$ cat src/rtl/dram_sched.sv
// FSB-to-DRAM strobe sequencer: row/column access with CAS-before-RAS refresh
// arbitration and a saturating refresh-pending counter. Outputs are state decodes.
module dram_sched #(
  parameter int TCAS = 2,
  parameter int TRP  = 2,
  parameter int TRAS = 3
) (
  input  logic CLK,
  input  logic RES,
  input  logic BACT,
  input  logic RAMCS,
  input  logic nWE,
  input  logic RefReq,
  input  logic RefUrg,
  output logic nRAS,
  output logic nCAS,
  output logic RowSel,
  output logic nOE,
  output logic RAMReady,
  output logic RefAck
);

  typedef enum logic [2:0] {
    IDLE, ROW, COL, DONE, PRE, REFC, REFR
  } state_t;

  state_t     state, nextState;
  logic [2:0] cnt, cntNext;
  logic [1:0] pending, pendInc, pendNext;
  logic       nWEq;
  logic       doneFirst;
  logic       cntLast;

  assign cntLast = (cnt == 3'd1);

  // Arbitration sees this cycle's RefReq so a pulse in IDLE is served at once.
  always_comb begin
    pendInc = pending;
    if (RefReq && pending != 2'd3) pendInc = pending + 2'd1;
  end

  always_comb begin
    pendNext = pendInc;
    if (RefAck) begin
      if (RefReq)              pendNext = pending;
      else if (pending != '0)  pendNext = pending - 2'd1;
      else                     pendNext = pending;
    end
  end

  always_comb begin
    nextState = state;
    unique case (state)
      IDLE: begin
        if ((RefUrg || pendInc >= 2'd2) && pendInc != '0) nextState = REFC;
        else if (BACT && RAMCS)                            nextState = ROW;
        else if (pendInc != '0 && !BACT)                   nextState = REFC;
      end
      ROW:  nextState = BACT ? COL : PRE;
      COL: begin
        if (!BACT)        nextState = PRE;
        else if (cntLast) nextState = DONE;
      end
      DONE: if (!BACT)    nextState = PRE;
      PRE:  if (cntLast)  nextState = IDLE;
      REFC: nextState = REFR;
      REFR: if (cntLast)  nextState = PRE;
      default: nextState = IDLE;
    endcase
  end

  // Timers load on state entry and count down; a state exits when it reads 1.
  always_comb begin
    cntNext = cnt;
    if (nextState != state) begin
      unique case (nextState)
        COL:     cntNext = 3'(TCAS);
        PRE:     cntNext = 3'(TRP);
        REFR:    cntNext = 3'(TRAS);
        default: cntNext = '0;
      endcase
    end else if (cnt > 3'd1) begin
      cntNext = cnt - 3'd1;
    end
  end

  always_ff @(posedge CLK) begin
    if (RES) begin
      state     <= IDLE;
      cnt       <= '0;
      pending   <= '0;
      nWEq      <= 1'b1;
      doneFirst <= 1'b0;
    end else begin
      state     <= nextState;
      cnt       <= cntNext;
      pending   <= pendNext;
      doneFirst <= (state != DONE) && (nextState == DONE);
      if (state == IDLE && nextState == ROW) nWEq <= nWE;
    end
  end

  always_comb begin
    nRAS     = 1'b1;
    nCAS     = 1'b1;
    RowSel   = 1'b1;
    nOE      = 1'b1;
    RAMReady = 1'b0;
    RefAck   = 1'b0;
    unique case (state)
      ROW:  nRAS = 1'b0;
      COL: begin
        nRAS   = 1'b0;
        nCAS   = 1'b0;
        RowSel = 1'b0;
        nOE    = ~nWEq;
      end
      DONE: begin
        nRAS     = 1'b0;
        nCAS     = 1'b0;
        RowSel   = 1'b0;
        nOE      = ~nWEq;
        RAMReady = doneFirst;
      end
      REFC: begin
        nCAS   = 1'b0;
        RefAck = 1'b1;
      end
      REFR: begin
        nCAS = 1'b0;
        nRAS = 1'b0;
      end
      default: ;
    endcase
  end

endmodule

$ cat config.mk
export PLATFORM = sky130hd
export DESIGN_NAME = dram_sched
export DESIGN_NICKNAME = d
export VERILOG_FILES = /design/src/rtl/dram_sched.sv
export SDC_FILE = /design/constraint.sdc
export NUM_CORES = 1
export LEC_CHECK = 0
export CAP_MARGIN = 20
export CORE_MARGIN = 1.5
export CORE_UTILIZATION = 45
export CTS_BUF_LIST = sky130_fd_sc_hd__clkbuf_8
export DETAILED_ROUTE_END_ITERATION = 10
export PLACE_DENSITY_LB_ADDON = 0.08
export SLEW_MARGIN = 20
export SYNTH_ARGS = -nofsm -noshare
export SYNTH_HDL_FRONTEND = slang
export SYNTH_SLANG_ARGS = --single-unit
export TNS_END_PERCENT = 1
$ cat constraint.sdc
create_clock -name CLK -period 2 [get_ports CLK]
set_input_delay 0.4 -clock CLK [delete_from_list [all_inputs] [get_ports CLK]]
set_output_delay 0.4 -clock CLK [all_outputs]
set_load 0.02 [all_outputs]
# Word-level counts from Yosys, hierarchy flattened
# Index checks and enable logic that the tools add are counted.
# word_totals
register_bits	10
input_bits	7
out_inout_bits	6
elab_cells	68
# classes
add_sub_neg	3
n_lt_le_gt_ge	2
eq_ne	17
mux	23
n_bitwise	1
n_reduce_logical	17
# op_table
op	count
$mux 3	11
$pmux 3 s7	1
$eq 3x3->1 const B	5
$eq 3x2->1 const B	4
$eq 3x1->1 const B	3
$mux 2	4
$reduce_or 4->1	2
$logic_and 1x1->1	6
$mux 1	6
$reduce_bool 2->1	3
$ne 2x2->1 const B	2
$pmux 2 s2	1
$reduce_or 2->1	2
$gt 3x1->1 const B	1
$logic_not 3->1	1
$ne 3x2->1 const B	1
$ne 3x3->1	1
$sub 3x1->3 const B	1
$add 2x1->2 const B	1
$ge 2x2->1 const B	1
$ne 2x1->1 const B	1
$reduce_and 2->1	1
$sub 2x1->2 const B	1
$logic_not 1->1	1
other kinds (2)	2

# Logic depth before layout (Yosys ltp)
# Gate-level depths: netlist of run 1.
# depth
depth_word	13
depth_mapped	7
depth_no_buf	7

# Least setup slack after synthesis of run 1
# Ideal clock, no wire load.
# synth_path
path_type	flip-flop to flip-flop
start	reg pending[0]
end	reg doneFirst
arrival_time_ps	1688
required_time_ps	1897
path_slack_ps	208
stages_incl_launch_ff	7
path_buffers	0
synth_period_minus_slack_ps	1792
cell_sequence	dfxtp_1 ha_1 and2b_1 nor3_1 o32a_1 a21o_1 a2111oi_2
# synth_between
elab_chain_cells	11
elab_cells_between_ends	15
# synth_lines
item	line_no	text
from (decl)	29	logic [1:0] pending, pendInc, pendNext;
from (signal assigned)	97	pending <= pendNext;
parallel branches: the longest is 2 deep, another holds $add 2x1->2	-	
$mux 2 *	39	if (RefReq && pending != 2'd3) pendInc = pending + 2'd1;
$reduce_bool 2->1	55, 57	
$logic_and 1x1->1	57	else if (pendInc != '0 && !BACT) nextState = REFC;
$mux 3	57	
$mux 3	56	else if (BACT && RAMCS) nextState = ROW;
$mux 3 *	55	if ((RefUrg || pendInc >= 2'd2) && pendInc != '0) nextState = REFC;
$pmux 3 s7 *	53	unique case (state)
$eq 3x2->1 *	98	doneFirst <= (state != DONE) && (nextState == DONE);
$logic_and 1x1->1 *	98	
to (signal assigned)	98	
to (decl)	31	logic doneFirst;
# Mark *: on every way between the ends.
# A chain may end at the register's enable or synchronous reset.

# Worst setup path in the final report of run 1
# layout_path
start	reg state[0]
end	out nCAS
# layout_between
elab_chain_cells	3
elab_cells_between_ends	6
# layout_lines
item	line_no	text
from (decl)	27	state_t state, nextState;
from (signal assigned)	95	state <= nextState;
$eq 3x3->1 / $eq 3x2->1 (equally long branches)	110	unique case (state)
$reduce_or 4->1 (no source line) *	-	
$mux 1 *	110	
to (decl)	16	output logic nCAS,
# Mark *: on every way between the ends. The rest lies on a longest branch, timed or not.

==> results of run 1 <==
[per-layer routing]
layer / up-vias / global-route usage / share of wire
met5: - / 0 / 0
met4: 0 / 0.103 / 0.0051
met3: 2 / 0.0417 / 0.025
met2: 9 / 0.344 / 0.50
met1: 353 / 0.286 / 0.47
li1: 400 / - / -
[flip-flops by register name, summed over array words and instances, names as in the netlist]
name	count
cnt	3
doneFirst	1
nWEq	1
pending	2
state	3
[per-stage QoR]
stage | total power (uW) | util
final | 1320 | 0.665
after floorplan | 840 | -
after detailed placement | 1060 | 0.617
after CTS | 1330 | 0.657
after global placement | 1050 | 0.617
after global routing | 1450 | 0.665
[path summary, 6_finish.rpt]
kind	from	end	slack, ns	cells after the start
max	state[0]	nCAS	0.07	3
min	nWEq	nWEq	0.53	2
max reg2reg	pending[0]	doneFirst	0.11	7
min reg2reg	nWEq	nWEq	0.53	2
[cell usage after synthesis (2+ instances only)]
| cell | n | share of area |
|---|---|---|
| sky130_fd_sc_hd__inv_1 | 8 | 0.040 |
| sky130_fd_sc_hd__ha_1 | 4 | 0.067 |
| sky130_fd_sc_hd__nor2_1 | 10 | 0.050 |
| sky130_fd_sc_hd__a2111oi_0 | 3 | 0.035 |
| sky130_fd_sc_hd__a21oi_1 | 6 | 0.040 |
| sky130_fd_sc_hd__nand2_1 | 7 | 0.035 |
| sky130_fd_sc_hd__xnor2_1 | 2 | 0.024 |
| sky130_fd_sc_hd__dfxtp_1 | 10 | 0.27 |
| sky130_fd_sc_hd__nor3_1 | 7 | 0.047 |
| sky130_fd_sc_hd__nor2b_1 | 5 | 0.042 |
| sky130_fd_sc_hd__clkbuf_1 | 5 | 0.025 |
| sky130_fd_sc_hd__a211oi_1 | 5 | 0.050 |
| sky130_fd_sc_hd__mux2i_1 | 3 | 0.040 |
| sky130_fd_sc_hd__o21ai_0 | 2 | 0.013 |
| sky130_fd_sc_hd__o211ai_1 | 2 | 0.020 |
[power breakdown]
group / total, uW / switching (uW) / leakage (uW) / internal [uW]
clock network: 253 / 80.3 / 0.0000288 / 173
logic: 720 / 366 / 0.000333 / 353
registers: 351 / 86.7 / 0.0000829 / 264
[area by class of cell]
class	count	area, sq um
Timing Repair Buffer	22	203
Sequential cell	10	204
Inverter	8	30.0
Multi-Input combinational cell	75	502
Fill cell	143	510
Clock buffer	4	55.1
Tap cell	16	20.0
[placed cells by master, fill, tap and decap left out, drive strengths merged, types with 2 or more instances in the layout]
cell type,n
a21oi,6
inv,8
dlymetal6s2s,3
ha,4
nand2,7
o211ai,2
nor2b,5
clkdlybuf4s50,9
o21ai,3
nor3,7
a2111oi,4
a211oi,5
mux2i,3
clkbuf,4
dfxtp,10
nor2,10
buf,10
xnor2,2
[cell families after synthesis]
logic type,share of synthesized area
mux,0.0403
compound gates,0.257
xor+xnor,0.0353
buf+inv,0.0656
simple gates,0.266
flops,0.269
fa+ha+maj,0.0672
[worst reg2reg max path: cells and delay by family, from the launching register on]
family	cells	cell delay, ns
AOI/OAI and AO/OA	3	0.87
adders and majority gates	1	0.30
buffers and inverters	2	0.19
DFF	1	0.38
and+or+nand+nor	1	0.04
[repair_timing]
item | CTS | global route
pin swaps | 0 | 0
resized for setup | 3 | 6
endpoints found under the setup margin | 4 | 6
setup buffers | 0 | 0
==> results.json, run 1 <==
{
  "critical_path.cell_chain": "nand2_1, xor2_1, clkdlybuf4s50_1",
  "grt_antenna_before_repair": 0,
  "antenna-diode-count": 0,
  "grt_remaining_overflow": 0,
  "h_tree_levels": 1,
  "setup_ws_ns": 0.0704,
  "port-buffer-count": 12,
  "cpMaxStageDelayCell": "sky130_fd_sc_hd__clkdlybuf4s50_1",
  "ys.flop_type": "sky130_fd_sc_hd__dfxtp_1",
  "synth_area_sq_um": 744,
  "clock-skew-final_ns": 0.00347,
  "final_min_period_over_clock_period": 0.965,
  "worstSkewPairLatency_ns": 0.23,
  "grt_usage": 0.219,
  "hpwlAfterDp_um": 1320,
  "critPathMaxStageDelay_ns": 0.62,
  "syn_inst": 98,
  "vias": 764,
  "cts_buffer_depth": 2,
  "worst-endpoint-arrival_ns": 1.53,
  "placementRows": 14,
  "path_max_fanout": 11,
  "cp.required_ns": 1.60,
  "synth_enable_flop_cells": 0,
  "fp.dieArea_sq_um": 1910,
  "final_layout_size_suffix_gt1_frac": 0.168,
  "final_net_count": 131,
  "rsz_0062_raised_after_global_routing": "true",
  "irDropWorstVdd_mv": 0.750,
  "slew_violations": 0,
  "worst_slew_margin_rel": 0.759,
  "route.detailed.vias_per_inst": 5.66,
  "worstHoldPathType": "reg -> reg",
  "status": "finished, final reports clean",
  "final.min_clock_period_ns": 1.93,
  "ioPinCount": 13,
  "synth_seq_cells": 10,
  "dr.first_iter.drc_count": 5,
  "area_of_placed_instances_sq_um": 941,
  "synth_warnings": 0,
  "clock_tree.root_cell": "sky130_fd_sc_hd__clkbuf_8",
  "critPathLaunchType": "register",
  "stdcell_area_sq_um": 1010,
  "max_freq_mhz": 518,
  "placement.setup.worst_slack_ns": -0.112,
  "drt_pre_antenna_iters": 4,
  "tightestPinTransition_ns": 0.353,
  "synthesis.area_per_instance_sq_um": 7.60,
  "max_cap_violations": 0,
  "path_clk_slew_ns": 0.05,
  "first_global_vias": 718,
  "avgRoutedWirePerCell_um": 13.1,
  "final_cells": 135,
  "clkSinkCount": 10,
  "setup_viol_count_final": 0,
  "power_per_cell_area_nw_per_um2": 1310,
  "fp.dieW_um": 43.7,
  "core_sq_um": 1520,
  "cells_after_dpl": 131,
  "fin_worst_hold_slack_ns": 0.527,
  "grt_pass1_wl_um": 3140,
  "crit_path_buffers_inverters": 1,
  "crit_path_end_kind": "primary output",
  "synth.distinct_cells": 34,
  "finalHoldViolations": 0,
  "final_wirelength_um": 1770,
  "fin_tns_setup_ns": 0,
  "drc": 0,
  "portion_of_the_post_synthesis_area_used_by_sequential_elements": 0.269,
  "grt_max_degree": 13,
  "routabilityCongestion": 0.799,
  "initial_utilization": 0.489,
  "cts_made_buffers": 3,
  "critical_path.top_delay_family": "buffers and inverters",
  "cts_hold_repair.buffers": 0,
  "detail-route-antenna-nets": 0,
  "mappedNetlistNets": 109,
  "die_h_um": 43.7,
  "ys_async_sr_fraction": 0,
  "static-leakage-power_uw": 0.000444,
  "crit_type": "reg -> out",
  "tritoncts": "built",
  "layout-area-overhead-vs-synth_pct": 36.1
}
Note: power is estimated with default switching activity, not from simulation.
==> run 2: changes to the inputs <==
--- a/config.mk
+++ b/config.mk
@@ -11,7 +11,7 @@
 export CTS_BUF_LIST = sky130_fd_sc_hd__clkbuf_8
 export DETAILED_ROUTE_END_ITERATION = 10
 export PLACE_DENSITY_LB_ADDON = 0.08
-export SLEW_MARGIN = 20
+export SLEW_MARGIN = 15
 export SYNTH_ARGS = -nofsm -noshare
 export SYNTH_HDL_FRONTEND = slang
 export SYNTH_SLANG_ARGS = --single-unit
==> constraint.sdc (replaced) <==
create_clock -name CLK -period 2 [get_ports CLK]
set_input_delay 0.4 -clock CLK [delete_from_list [all_inputs] [get_ports CLK]]
set_output_delay 0.4 -clock CLK [all_outputs]
set_load 0.005 [all_outputs]
==> run 2 against run 1 <==
Against the previous run:
- fmax rose by 1.5%
- die area did not move
- sequential power rose by 2%
==> results.json, run 2 (same netlist as run 1, synthesis figures left out) <==
{
  "irDropWorstVdd_mv": 0.732,
  "cts_resized": 2,
  "grt_remaining_overflow": 0,
  "worstSkewPairLatency_ns": 0.24,
  "critPathLaunchType": "input pin",
  "tritoncts": "built",
  "hpwlAfterDp_um": 1350,
  "cp.required_ns": 2.13,
  "final_min_period_over_clock_period": 0.951,
  "routabilityCongestion": 0.806,
  "clock_tree.root_cell": "sky130_fd_sc_hd__clkbuf_8",
  "setup_viol_count_final": 0,
  "tightestPinTransition_ns": 0.396,
  "p_int_uw": 791,
  "final_cell_mix": "12 x sky130_fd_sc_hd__clkdlybuf4s50_1, 10 x sky130_fd_sc_hd__nor2_1, 9 x sky130_fd_sc_hd__buf_4",
  "grt_usage": 0.221,
  "vias": 785,
  "ioPinCount": 13,
  "cts_buffer_depth": 2,
  "fin_tns_setup_ns": 0,
  "post_cts_setup_repair_buffer_count": 0,
  "fp.dieW_um": 43.7,
  "crit_type": "in -> reg",
  "placementRows": 14,
  "dr.first_iter.drc_count": 15,
  "route.detailed.vias_per_inst": 5.86,
  "h_tree_levels": 1,
  "sw_frac_of_total": 0.394,
  "grt_pass1_wl_um": 3130,
  "final_wirelength_um": 1810,
  "worstHoldPathType": "reg -> reg",
  "core_sq_um": 1520,
  "biggestRegsByFlops": "cnt: 3 flops, state: 3 flops, pending: 2 flops",
  "first_global_vias": 751,
  "fp.dieArea_sq_um": 1910,
  "status": "finished, final reports clean",
  "path_max_fanout": 3,
  "power_per_cell_area_nw_per_um2": 1310,
  "comb_power_share": 0.529,
  "cts_hold_repair.buffers": 0,
  "crit_path_end_kind": "register",
  "critical_path.cell_chain": "clkdlybuf4s50_1, and2b_1, nor3_1, o32a_1, a21o_1, a2111oi_2",
  "area_of_placed_instances_sq_um": 933,
  "final.min_clock_period_ns": 1.90,
  "max_cap_violations": 0,
  "initial_utilization": 0.489,
  "finalHoldViolations": 0,
  "layout-area-overhead-vs-synth_pct": 34.1,
  "worst-endpoint-arrival_ns": 2.03,
  "stdcell_area_sq_um": 998,
  "worst_slew_margin_rel": 0.729,
  "drt_pre_antenna_iters": 4,
  "path_clk_slew_ns": 0.05,
  "port-buffer-count": 12,
  "detail-route-antenna-nets": 0,
  "critPathMaxStageDelay_ns": 0.51,
  "fillCellCount": 129,
  "p_switching_uw": 515,
  "final_common_cell": "sky130_fd_sc_hd__clkdlybuf4s50_1",
  "p_seq_frac": 0.273,
  "avgRoutedWirePerCell_um": 13.5,
  "antenna-diode-count": 0,
  "grt_max_degree": 16,
  "max_freq_mhz": 526,
  "cpMaxStageDelayCell": "sky130_fd_sc_hd__clkdlybuf4s50_1",
  "clock-skew-final_ns": 0.00270,
  "static-leakage-power_uw": 0.000402,
  "rsz_0062_raised_after_global_routing": "false",
  "cts_made_buffers": 3,
  "final_layout_size_suffix_gt1_frac": 0.161,
  "clkSinkCount": 10,
  "final_net_count": 130,
  "slew_violations": 0,
  "drc": 0,
  "die_h_um": 43.7,
  "grt_antenna_before_repair": 0,
  "pwr-share-clk": 0.198
}
## run 2: metal layers
layer	wire [um]	global-route usage	share of wire	vias up
met3	72	0.0375	0.040	4
met5	0	0	0	-
met4	28	0.109	0.016	0
met2	882	0.371	0.49	20
li1	-	-	-	398
met1	822	0.270	0.46	363
## run 2: through the flow
| step | power [uW] | utilization | cells | setup slack (ns) | hold WS (ns) |
|---|---|---|---|---|---|
| after CTS | 1290 | 0.651 | 134 | 0.0511 | 0.544 |
| after detailed placement | 1020 | 0.612 | 130 | -0.125 | 0.537 |
| after global placement | 1000 | 0.612 | 130 | -0.0586 | 0.498 |
| after floorplan | 808 | - | 98 | 0.208 | 0.487 |
| final | 1310 | 0.655 | 134 | 0.0984 | 0.534 |
| after global routing | 1420 | 0.655 | 134 | 0.0206 | 0.563 |
## run 2: area by class of cell
type	instances	area (sq um)	area share
Tap cell	16	20.0	0.0201
Timing Repair Buffer	21	188	0.188
Multi-Input combinational cell	75	502	0.503
Sequential cell	10	204	0.204
Inverter	8	30.0	0.0301
Clock buffer	4	55.1	0.0551
## run 2: path summary, 6_finish.rpt
path,from,endpoint,slack (ns),depth (start not counted)
setup / recovery,RefReq,doneFirst,0.1,6
hold / removal,nWEq,nWEq,0.53,2
setup reg to reg,pending[0],doneFirst,0.1,6
hold reg to reg,nWEq,nWEq,0.53,2
## run 2: power groups by stage
stage          Sequential [uW]  Combinational (uW)  Clock, uW
3_5_place_dp               351                 671          0
5_1_grt                    367                 778        274
3_3_place_gp               348                 657          0
2_1_floorplan              302                 505          0
6_report                   357                 691        258
4_1_cts                    351                 680        264
## run 2: critical path, delay by kind of cell
kind,cells,cell delay (ns)
buffers and inverters,1,0.51
AND/OR/NAND/NOR,2,0.24
AO/OA/AOI/OAI,3,0.89
